File: config.mk
export PLATFORM = sky130hd
export DESIGN_NAME = wishbone_arbiter_flat
export DESIGN_NICKNAME = d
export VERILOG_FILES = /design/src/rtl/wishbone_arbiter_pkg.sv /design/src/rtl/wishbone_arbiter_if.sv /design/src/rtl/wishbone_arbiter.sv /design/src/flat_wrapper.sv
export SDC_FILE = /design/constraint.sdc
export NUM_CORES = 1
export LEC_CHECK = 0
export ABC_AREA = 1
export CAP_MARGIN = 20
export CORE_AREA = 3 3 335 337
export CTS_BUF_LIST = sky130_fd_sc_hd__clkbuf_4 sky130_fd_sc_hd__clkbuf_8
export CTS_CLUSTER_SIZE = 20
export DETAILED_ROUTE_END_ITERATION = 10
export DIE_AREA = 0 0 338 340
export PLACE_DENSITY_LB_ADDON = 0.12
export SETUP_SLACK_MARGIN = 0.1
export SYNTH_ARGS = -nofsm -noshare
export SYNTH_HDL_FRONTEND = slang
export SYNTH_SLANG_ARGS = --single-unit
File: constraint.sdc
create_clock -name clk -period 2.9 [get_ports clk]
set_input_delay 0.58 -clock clk [delete_from_list [all_inputs] [get_ports clk]]
set_output_delay 0.58 -clock clk [all_outputs]
set_load 0.02 [all_outputs]
File: src/rtl/wishbone_arbiter_pkg.sv
// Shared types and default sizes for the two-master wishbone line-port arbiter
// that sits between the lc3b ifetch/data masters and unified memory.
package wishbone_arbiter_pkg;

  localparam int ARB_ADR_W   = 12;   // line address, byte address [15:4]
  localparam int ARB_DAT_W   = 128;  // one cache line
  localparam int ARB_SEL_W   = 16;   // one select bit per data byte
  localparam int ARB_TIMEOUT = 64;   // owned cycles without ACK before abort

  typedef enum logic [1:0] {
    IDLE  = 2'd0,
    OWN_I = 2'd1,
    OWN_D = 2'd2
  } arb_state_t;

  typedef enum logic {
    OWNER_I = 1'b0,
    OWNER_D = 1'b1
  } arb_owner_t;

  // Which master a granted state belongs to.
  function automatic arb_owner_t owner_of(input arb_state_t s);
    return (s == OWN_D) ? OWNER_D : OWNER_I;
  endfunction

endpackage

File: src/rtl/wishbone_arbiter_if.sv
// One wishbone link (classic cycle, line-wide data). The master modport is the
// initiator's view, the slave modport the responder's view.
interface wishbone_arbiter_if #(
  parameter int ADR_W = 12,
  parameter int DAT_W = 128,
  parameter int SEL_W = 16
) ();

  logic             cyc;
  logic             stb;
  logic             we;
  logic [ADR_W-1:0] adr;
  logic [SEL_W-1:0] sel;
  logic [DAT_W-1:0] dat_m;  // master-to-slave write data
  logic [DAT_W-1:0] dat_s;  // slave-to-master read data
  logic             ack;

  modport master (
    output cyc, stb, we, adr, sel, dat_m,
    input  dat_s, ack
  );

  modport slave (
    input  cyc, stb, we, adr, sel, dat_m,
    output dat_s, ack
  );

endinterface

File: src/rtl/wishbone_arbiter.sv
// Shares the single downstream memory port between the ifetch master (i_bus)
// and the data master (d_bus). One owner per transaction, grant held until
// ACK, round-robin on a tie, watchdog abort for transactions that never ACK.
module wishbone_arbiter
  import wishbone_arbiter_pkg::*;
#(
  parameter int ADR_W   = ARB_ADR_W,
  parameter int DAT_W   = ARB_DAT_W,
  parameter int SEL_W   = ARB_SEL_W,
  parameter int TIMEOUT = ARB_TIMEOUT
) (
  input  logic               clk,
  input  logic               rst,
  wishbone_arbiter_if.slave  i_bus,
  wishbone_arbiter_if.slave  d_bus,
  wishbone_arbiter_if.master m_bus,
  output logic               timeout_err
);

  // At least 8 bits, wider only if TIMEOUT needs it.
  localparam int CNT_W = ($clog2(TIMEOUT + 1) > 8) ? $clog2(TIMEOUT + 1) : 8;
  localparam logic [CNT_W-1:0] CNT_LAST = CNT_W'(TIMEOUT - 1);

  arb_state_t       state;
  arb_owner_t       last_owner;
  logic [CNT_W-1:0] count;

  logic             i_req;
  logic             d_req;
  logic             owned;
  logic             own_req;
  logic             own_we;
  logic [ADR_W-1:0] own_adr;
  logic [SEL_W-1:0] own_sel;
  logic [DAT_W-1:0] own_dat_m;
  logic             own_ack;
  logic             timeout_hit;

  // Select the current owner's request fields; nothing is driven while IDLE.
  always_comb begin
    // NOTE: every output of this block gets a default first, so no path leaves
    // a signal unassigned and no latch is inferred.
    i_req     = i_bus.cyc & i_bus.stb;
    d_req     = d_bus.cyc & d_bus.stb;
    owned     = 1'b0;
    own_req   = 1'b0;
    own_we    = 1'b0;
    own_adr   = '0;
    own_sel   = '0;
    own_dat_m = '0;
    unique case (state)
      OWN_I: begin
        owned     = 1'b1;
        own_req   = i_req;
        own_we    = i_bus.we;
        own_adr   = i_bus.adr;
        own_sel   = i_bus.sel;
        own_dat_m = i_bus.dat_m;
      end
      OWN_D: begin
        owned     = 1'b1;
        own_req   = d_req;
        own_we    = d_bus.we;
        own_adr   = d_bus.adr;
        own_sel   = d_bus.sel;
        own_dat_m = d_bus.dat_m;
      end
      default: ;
    endcase
    // An ACK only counts while the owner is still requesting; one that lands
    // in the same cycle as the owner's drop is swallowed.
    own_ack     = owned & own_req & m_bus.ack;
    timeout_hit = (TIMEOUT != 0) && owned && own_req && !m_bus.ack &&
                  (count == CNT_LAST);
  end

  assign m_bus.cyc   = own_req;
  assign m_bus.stb   = own_req;
  assign m_bus.we    = own_we;
  assign m_bus.adr   = own_adr;
  assign m_bus.sel   = own_sel;
  assign m_bus.dat_m = own_dat_m;

  assign i_bus.ack   = (state == OWN_I) & own_ack;
  assign d_bus.ack   = (state == OWN_D) & own_ack;
  assign i_bus.dat_s = (state == OWN_I) ? m_bus.dat_s : '0;
  assign d_bus.dat_s = (state == OWN_D) ? m_bus.dat_s : '0;
  assign timeout_err = timeout_hit;

  // Grant FSM, round-robin history and watchdog counter.
  always_ff @(posedge clk or posedge rst) begin
    // NOTE: state updates use non-blocking assignments so every branch reads
    // the pre-edge values of state, last_owner and count.
    if (rst) begin
      state      <= IDLE;
      last_owner <= OWNER_D;
      count      <= '0;
    end else begin
      unique case (state)
        IDLE: begin
          count <= '0;
          if (i_req && (!d_req || last_owner == OWNER_D)) begin
            state <= OWN_I;
          end else if (d_req) begin
            state <= OWN_D;
          end
        end
        OWN_I, OWN_D: begin
          count <= count + 1'b1;
          if (!own_req) begin
            // Owner abandoned the cycle: free the port, keep the history.
            state <= IDLE;
          end else if (m_bus.ack || timeout_hit) begin
            state      <= IDLE;
            last_owner <= owner_of(state);
          end
        end
        default: state <= IDLE;
      endcase
    end
  end

endmodule

File: src/flat_wrapper.sv
// flat-port wrapper written by rule: the top's interface ports become plain ports
module wishbone_arbiter_flat import wishbone_arbiter_pkg::*;
#(
  parameter int ADR_W   = ARB_ADR_W,
  parameter int DAT_W   = ARB_DAT_W,
  parameter int SEL_W   = ARB_SEL_W,
  parameter int TIMEOUT = ARB_TIMEOUT
)
  (clk, rst, timeout_err, i_bus_cyc, i_bus_stb, i_bus_we, i_bus_adr, i_bus_sel, i_bus_dat_m, i_bus_dat_s, i_bus_ack, d_bus_cyc, d_bus_stb, d_bus_we, d_bus_adr, d_bus_sel, d_bus_dat_m, d_bus_dat_s, d_bus_ack, m_bus_cyc, m_bus_stb, m_bus_we, m_bus_adr, m_bus_sel, m_bus_dat_m, m_bus_dat_s, m_bus_ack);
  wishbone_arbiter_if #(.ADR_W(ADR_W), .DAT_W(DAT_W), .SEL_W(SEL_W)) i_bus_i ();
  wishbone_arbiter_if #(.ADR_W(ADR_W), .DAT_W(DAT_W), .SEL_W(SEL_W)) d_bus_i ();
  wishbone_arbiter_if #(.ADR_W(ADR_W), .DAT_W(DAT_W), .SEL_W(SEL_W)) m_bus_i ();
  input  logic clk;
  input  logic rst;
  output logic timeout_err;
  input wire logic [$bits(i_bus_i.cyc)-1:0] i_bus_cyc;
  input wire logic [$bits(i_bus_i.stb)-1:0] i_bus_stb;
  input wire logic [$bits(i_bus_i.we)-1:0] i_bus_we;
  input wire logic [$bits(i_bus_i.adr)-1:0] i_bus_adr;
  input wire logic [$bits(i_bus_i.sel)-1:0] i_bus_sel;
  input wire logic [$bits(i_bus_i.dat_m)-1:0] i_bus_dat_m;
  output wire logic [$bits(i_bus_i.dat_s)-1:0] i_bus_dat_s;
  output wire logic [$bits(i_bus_i.ack)-1:0] i_bus_ack;
  input wire logic [$bits(d_bus_i.cyc)-1:0] d_bus_cyc;
  input wire logic [$bits(d_bus_i.stb)-1:0] d_bus_stb;
  input wire logic [$bits(d_bus_i.we)-1:0] d_bus_we;
  input wire logic [$bits(d_bus_i.adr)-1:0] d_bus_adr;
  input wire logic [$bits(d_bus_i.sel)-1:0] d_bus_sel;
  input wire logic [$bits(d_bus_i.dat_m)-1:0] d_bus_dat_m;
  output wire logic [$bits(d_bus_i.dat_s)-1:0] d_bus_dat_s;
  output wire logic [$bits(d_bus_i.ack)-1:0] d_bus_ack;
  output wire logic [$bits(m_bus_i.cyc)-1:0] m_bus_cyc;
  output wire logic [$bits(m_bus_i.stb)-1:0] m_bus_stb;
  output wire logic [$bits(m_bus_i.we)-1:0] m_bus_we;
  output wire logic [$bits(m_bus_i.adr)-1:0] m_bus_adr;
  output wire logic [$bits(m_bus_i.sel)-1:0] m_bus_sel;
  output wire logic [$bits(m_bus_i.dat_m)-1:0] m_bus_dat_m;
  input wire logic [$bits(m_bus_i.dat_s)-1:0] m_bus_dat_s;
  input wire logic [$bits(m_bus_i.ack)-1:0] m_bus_ack;
  assign i_bus_i.cyc = i_bus_cyc;
  assign i_bus_i.stb = i_bus_stb;
  assign i_bus_i.we = i_bus_we;
  assign i_bus_i.adr = i_bus_adr;
  assign i_bus_i.sel = i_bus_sel;
  assign i_bus_i.dat_m = i_bus_dat_m;
  assign i_bus_dat_s = i_bus_i.dat_s;
  assign i_bus_ack = i_bus_i.ack;
  assign d_bus_i.cyc = d_bus_cyc;
  assign d_bus_i.stb = d_bus_stb;
  assign d_bus_i.we = d_bus_we;
  assign d_bus_i.adr = d_bus_adr;
  assign d_bus_i.sel = d_bus_sel;
  assign d_bus_i.dat_m = d_bus_dat_m;
  assign d_bus_dat_s = d_bus_i.dat_s;
  assign d_bus_ack = d_bus_i.ack;
  assign m_bus_cyc = m_bus_i.cyc;
  assign m_bus_stb = m_bus_i.stb;
  assign m_bus_we = m_bus_i.we;
  assign m_bus_adr = m_bus_i.adr;
  assign m_bus_sel = m_bus_i.sel;
  assign m_bus_dat_m = m_bus_i.dat_m;
  assign m_bus_i.dat_s = m_bus_dat_s;
  assign m_bus_i.ack = m_bus_ack;
  wishbone_arbiter #(.ADR_W(ADR_W), .DAT_W(DAT_W), .SEL_W(SEL_W), .TIMEOUT(TIMEOUT)) u_core (.clk(clk), .rst(rst), .i_bus(i_bus_i), .d_bus(d_bus_i), .m_bus(m_bus_i), .timeout_err(timeout_err));
endmodule
**Word-level counts from Yosys, hierarchy flattened**

Index checks and enable logic that the tools add are counted.

- Register bits: 11
- Output and inout bits: 418

- Add/subtract/negate cells: 1
- Bitwise gates (word level): 6
- Multiplexer cells: 15
- Eq/ne operators: 5
- Reductions and logical operators: 13

Operators with widths:

| kind | number |
|---|---|
| $mux W128 | 2 |
| $pmux W128 S2 | 1 |
| $pmux W16 S2 | 1 |
| $pmux W12 S2 | 1 |
| $pmux W8 S2 | 1 |
| $add A8 B1 Y8 const B | 1 |
| $eq A8 B6 Y1 const B | 1 |
| $mux W2 | 4 |
| $and A1 B1 Y1 | 6 |
| $logic_and A1 B1 Y1 | 4 |
| $pmux W1 S2 | 2 |
| $pmux W2 S2 | 1 |
| $ne A3 B1 Y1 const B | 1 |
| $ne A3 B2 Y1 const B | 1 |
| $reduce_and A3 Y1 | 1 |
| $eq A2 B1 Y1 const B | 1 |
| $eq A2 B2 Y1 const B | 1 |
| $logic_not A1 Y1 | 2 |
| $logic_not A2 Y1 | 1 |
| $logic_or A1 B1 Y1 | 2 |
| $mux W1 | 2 |
| $reduce_and A2 Y1 | 1 |
| $reduce_bool A2 Y1 | 1 |
| $reduce_or A2 Y1 | 1 |

**Depth between registers and ports, before layout**

Gate-level depths: netlist (run 1).

- Depth after elaboration: 10
- Gate-level depth with buffers: 9
- Depth with buffers taken out: 9

**Least setup slack after synthesis (run 1)**

No wires, ideal clock.

- Kind: reg-to-output
- Start: register u_core.state[0]
- End: output d_bus_ack
- Arrival time: 1.525 ns
- Slack: 0.795 ns
- Path buffers: 0
- Stages on the path, launching flop included: 7
- Path through: dfrtp_1 > inv_1 > ha_1 > inv_2 > a21oi_4 > nand2_1 > nor2_1

- Elaborated cells between the ends (all ways): 8
- Those cells by class: 2 x eq/ne; 2 x mux; 3 x bitwise; 1 x reduce/logical

RTL lines:

| what | RTL line | source |
|---|---|---|
| start: declaration | wishbone_arbiter.sv:24 | `arb_state_t state;` |
| start signal: assignment | wishbone_arbiter.sv:95 | `state <= IDLE;` |
| start signal: assignment | wishbone_arbiter.sv:103 | `state <= OWN_I;` |
| start signal: assignment | wishbone_arbiter.sv:105 | `state <= OWN_D;` |
| $eq A2 B2 Y1 or $eq A2 B1 Y1 (tied branches) | wishbone_arbiter.sv:51 | `unique case (state)` |
| $pmux W1 S2 (*) | wishbone_arbiter.sv:51 |  |
| via m_bus_cyc | flat_wrapper.sv:32 | `output wire logic [$bits(m_bus_i.cyc)-1:0] m_bus_cyc;` |
| $and A1 B1 Y1 (*) (2 in a row) | wishbone_arbiter.sv:72 | `own_ack = owned & own_req & m_bus.ack;` |
| $and A1 B1 Y1 (*) | wishbone_arbiter.sv:85 | `assign d_bus.ack = (state == OWN_D) & own_ack;` |
| end: declaration | flat_wrapper.sv:31 | `output wire logic [$bits(d_bus_i.ack)-1:0] d_bus_ack;` |

Mark *: on every way through the listed nets, which the timed path passes. The rest lies on a longest branch.

**Worst setup path after layout (run 1)**

- Start: register u_core.state[0]
- End: output d_bus_dat_s[55]

- Cells in the longest elaborated chain, start to end: 2

Ends and longest elaborated chain:

| what | RTL line | source |
|---|---|---|
| $eq A2 B2 Y1 | wishbone_arbiter.sv:87 | `assign d_bus.dat_s = (state == OWN_D) ? m_bus.dat_s : '0;` |
| $mux W128 | wishbone_arbiter.sv:87 |  |
| end: declaration | flat_wrapper.sv:30 | `output wire logic [$bits(d_bus_i.dat_s)-1:0] d_bus_dat_s;` |

Every way passes these cells.

==> metrics, run 1 <==
# DRC 0; Max-cap violations 0; top_reg_cell synth dfrtp_1; Hold/Removal Path Class reg2reg; final setup skew 0.00335 ns; final wirelength 60.0 mm; Clock Latency Late Sink 0.24 ns; first-pass GRT wire length 80.2 mm; Antenna Violating Nets Remaining 0; Reg area 277 um2; CTS tree built; TritonRoute pass-1 iters 5; Synth top area share 0.404; TNS Setup 0 ns; CP required 2.32 ns; RSZ-0062 raised after global routing true; Die Y 340 um; die span in x 338 um; share of cells above drive strength 1 0.107; pwr dens 643 nW/um2; status finished, final reports clean; largest net degree at the start of global routing 36; Final #Nets 2496; clk buf depth 2; #FFs+latches synth 11; DPL Wire Length 53.0 mm; Die Area 115000 um2; synthesized instance count 1164; Mapped Area 5520 um2; Setup Slack @ Placement -0.0341 ns; Max Clock Freq 0.370 GHz; multi-input logic area 3720 um2; syn_nets 1618; Root Driver clkbuf_8; leading cell type by number of instances after synthesis nand2_1; Worst EP arrival 2.12 ns; Async SR Flop Fraction 1.00; critical path class reg2out; Synth warnings 0; Initial Util 0.0506; I/O pin cnt 867; Via density 2.92; number of global-route vias before repair 10800; CP Capture Type output port; count of cell types in the netlist 26; Final Hold Viols 0; Peak supply drop 0.253 mV; Synth area leaders nand2_1 (40%), inv_1 (18%), a21oi_2 (16%), a21oi_1 (5.5%), buf_2 (4.5%); Rows 121; IO Port Bufs 866; Reg clk slew, reported paths 0.05 ns; TritonCTS buffer count 3; fin. max-slew vios 0; fin area 16400 um2; Hold Slack 0.469 ns; leakage power 9.34 nW; wire length per cell 17.0 um; period utilization 0.931; Syn Area/Cell 4.74 um2; # fillers 12800; Final Worst Setup Slack 0.200 ns; Area after DPL 16300 um2; clk sinks 11; synth cell count leaders nand2_1 (594), inv_1 (272), a21oi_2 (101); Area Overhead vs Synth 198%; Tmin final 2.70 ns; register area share after synthesis 0.0501; gr usage total 0.0969; Startpoint Class flip-flop; initial antenna violation count 19; DR vias 10300; setup violators final 0; Slew @ Worst Pin 0.460 ns; remaining global-route overflow 0; Core Region 109000 um2; relative slew slack 0.693; Synth area leader nand2_1; Crit Path Max Fanout 15; H-tree levels 1; DRT iter0 DRCs 269; number of flops mapped to enable cells by yosys 0; Placer Congestion 0.825
final timing paths:
check,start,to,slack [ns],depth (start not counted)
max,u_core.state[0]$_DFFE_PP0P_,d_bus_dat_s[55],0.20,7
min,u_core.last_owner$_DFFE_PP1P_,u_core.last_owner$_DFFE_PP1P_,0.47,2
max reg2reg,u_core.state[1]$_DFFE_PP0P_,u_core.state[1]$_DFFE_PP0P_,1.08,12
min reg2reg,u_core.last_owner$_DFFE_PP1P_,u_core.last_owner$_DFFE_PP1P_,0.47,2
max in group asynchronous,rst,u_core.last_owner$_DFFE_PP1P_,1.91,2
min in group asynchronous,rst,u_core.count[7]$_DFFE_PP0P_,0.65,2
registers in the layout (all words and copies together) (netlist names):
signal             count
u_core.last_owner      1
u_core.state           2
u_core.count           8
report_power, final:
group          internal (mW)  switching, mW  leakage (nW)
sequential             0.188         0.0186         0.146
clock                  0.106         0.0569        0.0262
combinational           4.04           6.16          9.17
total                   4.33           6.24          9.34
worst max-delay path: stages, from the launching register on:
cell and delay, ns:
dfrtp_1 0.37, inv_1 0.12, ha_4 0.21, buf_12 0.18, buf_4 0.23, nand2_1 0.07
inv_1 0.05, clkdlybuf4s50_1 0.61
logic make-up (layout without fill, tap and decap cells):
logic type	after synthesis	count (layout)	share of synthesized area
and+or+nand+nor	623	623	0.431
AOI/OAI and AO/OA	169	169	0.224
other	0	5	0
DFF	11	11	0.0501
buffers and inverters	356	1233	0.283
adders and majority gates	5	5	0.0113
layer usage:
| metal | share of wire | wire length [um] | up-vias | track usage |
|---|---|---|---|---|
| met1 | 0.36 | 21800 | 4626 | 0.101 |
| met5 | 0.00065 | 39 | - | 0 |
| met2 | 0.53 | 32000 | 491 | 0.192 |
| met4 | 0.019 | 1120 | 6 | 0.0179 |
| met3 | 0.084 | 5020 | 46 | 0.0255 |
| li1 | - | - | 5106 | - |
stage by stage:
step / std cells / util / total power, mW
2_1_floorplan: 1164 / - / 5.49
3_3_place_gp: 3501 / 0.150 / 11.2
3_5_place_dp: 3501 / 0.150 / 11.1
4_1_cts: 3517 / 0.149 / 10.9
5_1_grt: 3520 / 0.151 / 11.4
6_report: 3522 / 0.151 / 10.6
layout make-up:
| cell class | instances | area share |
|---|---|---|
| timing repair buffer | 955 | 0.578 |
| multi-input combinational | 797 | 0.226 |
| tap | 1476 | 0.112 |
| inverter | 274 | 0.0630 |
| sequential | 11 | 0.0168 |
| clock buffer | 4 | 0.00297 |
| antenna | 5 | 0.000761 |
placed cells by master (no fill, tap or decap), types with 2 or more instances in the layout:
master and instances:
buf_4 61, nand2_1 593, nand3_1 8, nor2_1 10, clkdlybuf4s15_2 2, dlygate4sd2_1 241, clkdlybuf4s15_1 7, ha_1 3
dlymetal6s2s_1 55, clkdlybuf4s50_1 551, a21oi_2 104, o21ai_0 4, ha_4 2, buf_6 7, inv_1 272, clkbuf_2 6
clkbuf_8 3, a21oi_1 58, diode_2 5, buf_12 21, nand3_2 2, dfrtp_1 10, nor3_1 2, and3_1 2
bufbuf_16 2, nand4_1 3
repair_timing:
| action | 4_1_cts | 5_1_grt |
|---|---|---|
| setup endpoints to repair | 334 | 92 |
| resized for setup | 274 | 78 |
| setup buffers | 10 | 0 |
| pin swaps | 2 | 0 |
| cloned | 2 | 0 |
| hold buffers | 0 | 0 |
Note: power is estimated with default switching activity, not from simulation.
==> run 2: changes to the inputs <==
--- a/config.mk
+++ b/config.mk
@@ -9,7 +9,6 @@
 export CAP_MARGIN = 20
 export CORE_AREA = 3 3 335 337
 export CTS_BUF_LIST = sky130_fd_sc_hd__clkbuf_4 sky130_fd_sc_hd__clkbuf_8
-export CTS_CLUSTER_SIZE = 20
 export DETAILED_ROUTE_END_ITERATION = 10
 export DIE_AREA = 0 0 338 340
 export PLACE_DENSITY_LB_ADDON = 0.12
==> results of run 2 <==
No change in the layout: final DEF, timing and power equal those of run 1.
==> run 3: changes to the inputs <==
--- a/config.mk
+++ b/config.mk
@@ -7,10 +7,10 @@
 export LEC_CHECK = 0
 export ABC_AREA = 1
 export CAP_MARGIN = 20
-export CORE_AREA = 3 3 335 337
+export CORE_AREA = 3 3 334 336
 export CTS_BUF_LIST = sky130_fd_sc_hd__clkbuf_4 sky130_fd_sc_hd__clkbuf_8
 export DETAILED_ROUTE_END_ITERATION = 10
-export DIE_AREA = 0 0 338 340
+export DIE_AREA = 0 0 337 339
 export PLACE_DENSITY_LB_ADDON = 0.12
 export SETUP_SLACK_MARGIN = 0.1
 export SYNTH_ARGS = -nofsm -noshare
==> constraint.sdc (replaced) <==
create_clock -name clk -period 2.2 [get_ports clk]
set_input_delay 0.44 -clock clk [delete_from_list [all_inputs] [get_ports clk]]
set_output_delay 0.44 -clock clk [all_outputs]
set_load 0.02 [all_outputs]
==> metrics, run 3 (synthesis gave the netlist of run 1 again) <==
Largest Register u_core.count; Hold Buf Count CTS 0 (unchanged); DR vias 10300 (+0.37%); commonest non-fill, non-tap cell in the layout nand2_1; Internal 5.80 mW (+34%); Initial Util 0.0507 (+0.000141); failing checks setup timing; I/O pin cnt 867 (unchanged); status finished, violations left; IO Port Bufs 866 (unchanged); clk buf depth 2 (unchanged); Placer Congestion 0.789 (-4.4%); sw frac 0.588 (-0.00211); H-tree levels 1 (unchanged); Peak supply drop 0.439 mV (+74%); Root Driver clkbuf_8; Worst EP arrival 1.97 ns (-0.15 ns); period utilization 1.10; fin. max-slew vios 0 (unchanged); remaining global-route overflow 0 (unchanged); Core Region 109000 um2 (-0.28%); most frequent cells in the layout nand2_1 (590), clkdlybuf4s50_1 (452), inv_1 (270); Psw 8.29 mW (+33%); final setup skew 0.00513 ns (+0.00177 ns); pwr dens 865 nW/um2 (+34%); hold_sp u_core.last_owner$_DFFE_PP1P_; CP required 1.76 ns (-0.56 ns); DPL Wire Length 51.8 mm (-2.3%); wire length per cell 17.2 um (+1.3%); Startpoint Class flip-flop; Max Clock Freq 0.414 GHz; number of global-route vias before repair 10600 (-1.6%); relative slew slack 0.667 (-0.0254); Rows 121 (unchanged); DRT iter0 DRCs 250 (-7.1%); Crit Path Max Fanout 6 (-9); Seq pwr share 0.019 (about the same); largest registers u_core.count (8), u_core.state (2), u_core.last_owner (1); CP Capture Type output port; Die Area 114000 um2 (-0.59%); Max-cap violations 0 (unchanged); Critical path origin u_core.state[0]$_DFFE_PP0P_; RSZ-0062 raised after global routing true; Tmin final 2.41 ns; Slew @ Worst Pin 0.498 ns (+0.0381 ns); # fillers 12700 (-0.20%); Largest register FFs 8 (unchanged); worst reg2reg path startpoint u_core.state[1]$_DFFE_PP0P_; Area Overhead vs Synth 195%; share of cells above drive strength 1 0.211 (+0.104); Final Hold Viols 0 (unchanged); leakage power 8.78 nW (-6.0%); critical path class reg2out; TritonRoute pass-1 iters 5 (unchanged); Comb pwr share 0.964 (about the same); final wirelength 60.3 mm (+0.45%); multi-input logic area 3760 um2 (+1.1%); Via density 2.95 (+1.2%); total power 14.1 mW (+33%); Clock Latency Late Sink 0.24 ns (about the same); TritonCTS buffer count 3 (unchanged); Final Worst Setup Slack -0.213 ns (-0.413 ns); largest net degree at the start of global routing 43 (+19%); gr usage total 0.0966 (-0.000234); Hold/Removal Path Class reg2reg; Final Util 0.150 (-0.000788); # DRC 0 (unchanged); Reg clk slew, reported paths 0.06 ns (about the same); Antenna Violating Nets Remaining 0 (unchanged); first-pass GRT wire length 80.1 mm (-0.13%); die span in x 337 um (-0.30%); Die Y 339 um (-0.29%); Reg area 277 um2 (unchanged); Clock Power Share 0.016 (about the same); setup violators final 318 (+318); CTS tree built; clk sinks 11 (unchanged); Final #Nets 2522 (+1.0%); initial antenna violation count 22 (+3)
==> run 3: cell count changes in the layout (fill, tap and decap cells not counted), moves of 8 or more <==
cell,before,now
clkdlybuf4s50_1,551,452
clkbuf_2,6,41
dlygate4sd2_1,241,217
buf_2,1,20
dlymetal6s2s_1,55,1
clkdlybuf4s15_2,2,25
diode_2,5,13
buf_6,7,17
buf_4,61,163
==> run 3: final cells by class <==
cell class              count  area share
diodes                     13     0.00200
clock buffers               4     0.00299
inverters                 274      0.0636
multi-input cells         797       0.231
flip-flops and latches     11      0.0170
well taps                1414       0.109
repair buffers            981       0.575
==> run 3: power by group through the flow <==
stage | Sequential [mW] | Clock [mW] | Combinational, mW
final | 0.274 | 0.228 | 13.6
after global routing | 0.280 | 0.241 | 14.7
after CTS | 0.271 | 0.232 | 13.6
after detailed placement | 0.275 | 0 | 14.3
after global placement | 0.274 | 0 | 14.4
after floorplan | 0.275 | 0 | 6.96
==> run 3: worst max-delay path, cell delays in order, from the launching register on <==
cell	delay, ns
dfrtp_1	0.37
buf_4	0.15
ha_4	0.21
buf_12	0.17
buf_12	0.13
clkbuf_16	0.15
buf_4	0.14
nand2_1	0.05
inv_1	0.03
dlygate4sd2_1	0.31
==> run 3: timing repair <==
item,in CTS,in global routing
setup endpoints to repair,417,417
resized for setup,580,302
pin swaps,4,4
cloned,3,7
setup buffers,11,10
==> run 3: worst paths after layout <==
check,to,slack [ns],cells after the start
max in group asynchronous,u_core.last_owner$_DFFE_PP1P_,1.29,2
min reg2reg,u_core.last_owner$_DFFE_PP1P_,0.48,2
max reg2reg,u_core.state[1]$_DFFE_PP0P_,0.28,12
max,i_bus_dat_s[34],-0.21,9
min,u_core.last_owner$_DFFE_PP1P_,0.48,2
min in group asynchronous,u_core.count[5]$_DFFE_PP0P_,0.55,2
==> run 3: metrics by stage <==
stage	hold WS [ns]	cell area, um2	TNS [ns]	std cells	worst slack [ns]
6_report	0.479	16300	-27.21	3494	-0.213
3_5_place_dp	0.476	16300	-79.66	3446	-0.408
3_3_place_gp	0.453	16300	-79.85	3446	-0.433
4_1_cts	0.484	16200	-68.88	3464	-0.299
2_1_floorplan	0.292	5520	0	1164	0.235
5_1_grt	0.513	16300	-68.77	3489	-0.322
==> run 3: layer usage <==
metal,up-vias,GRT usage,wire [um]
met4,6,0.0149,943
met1,4633,0.0998,22000
li1,5167,-,-
met3,41,0.0252,4590
met5,-,0,37
met2,466,0.194,32700
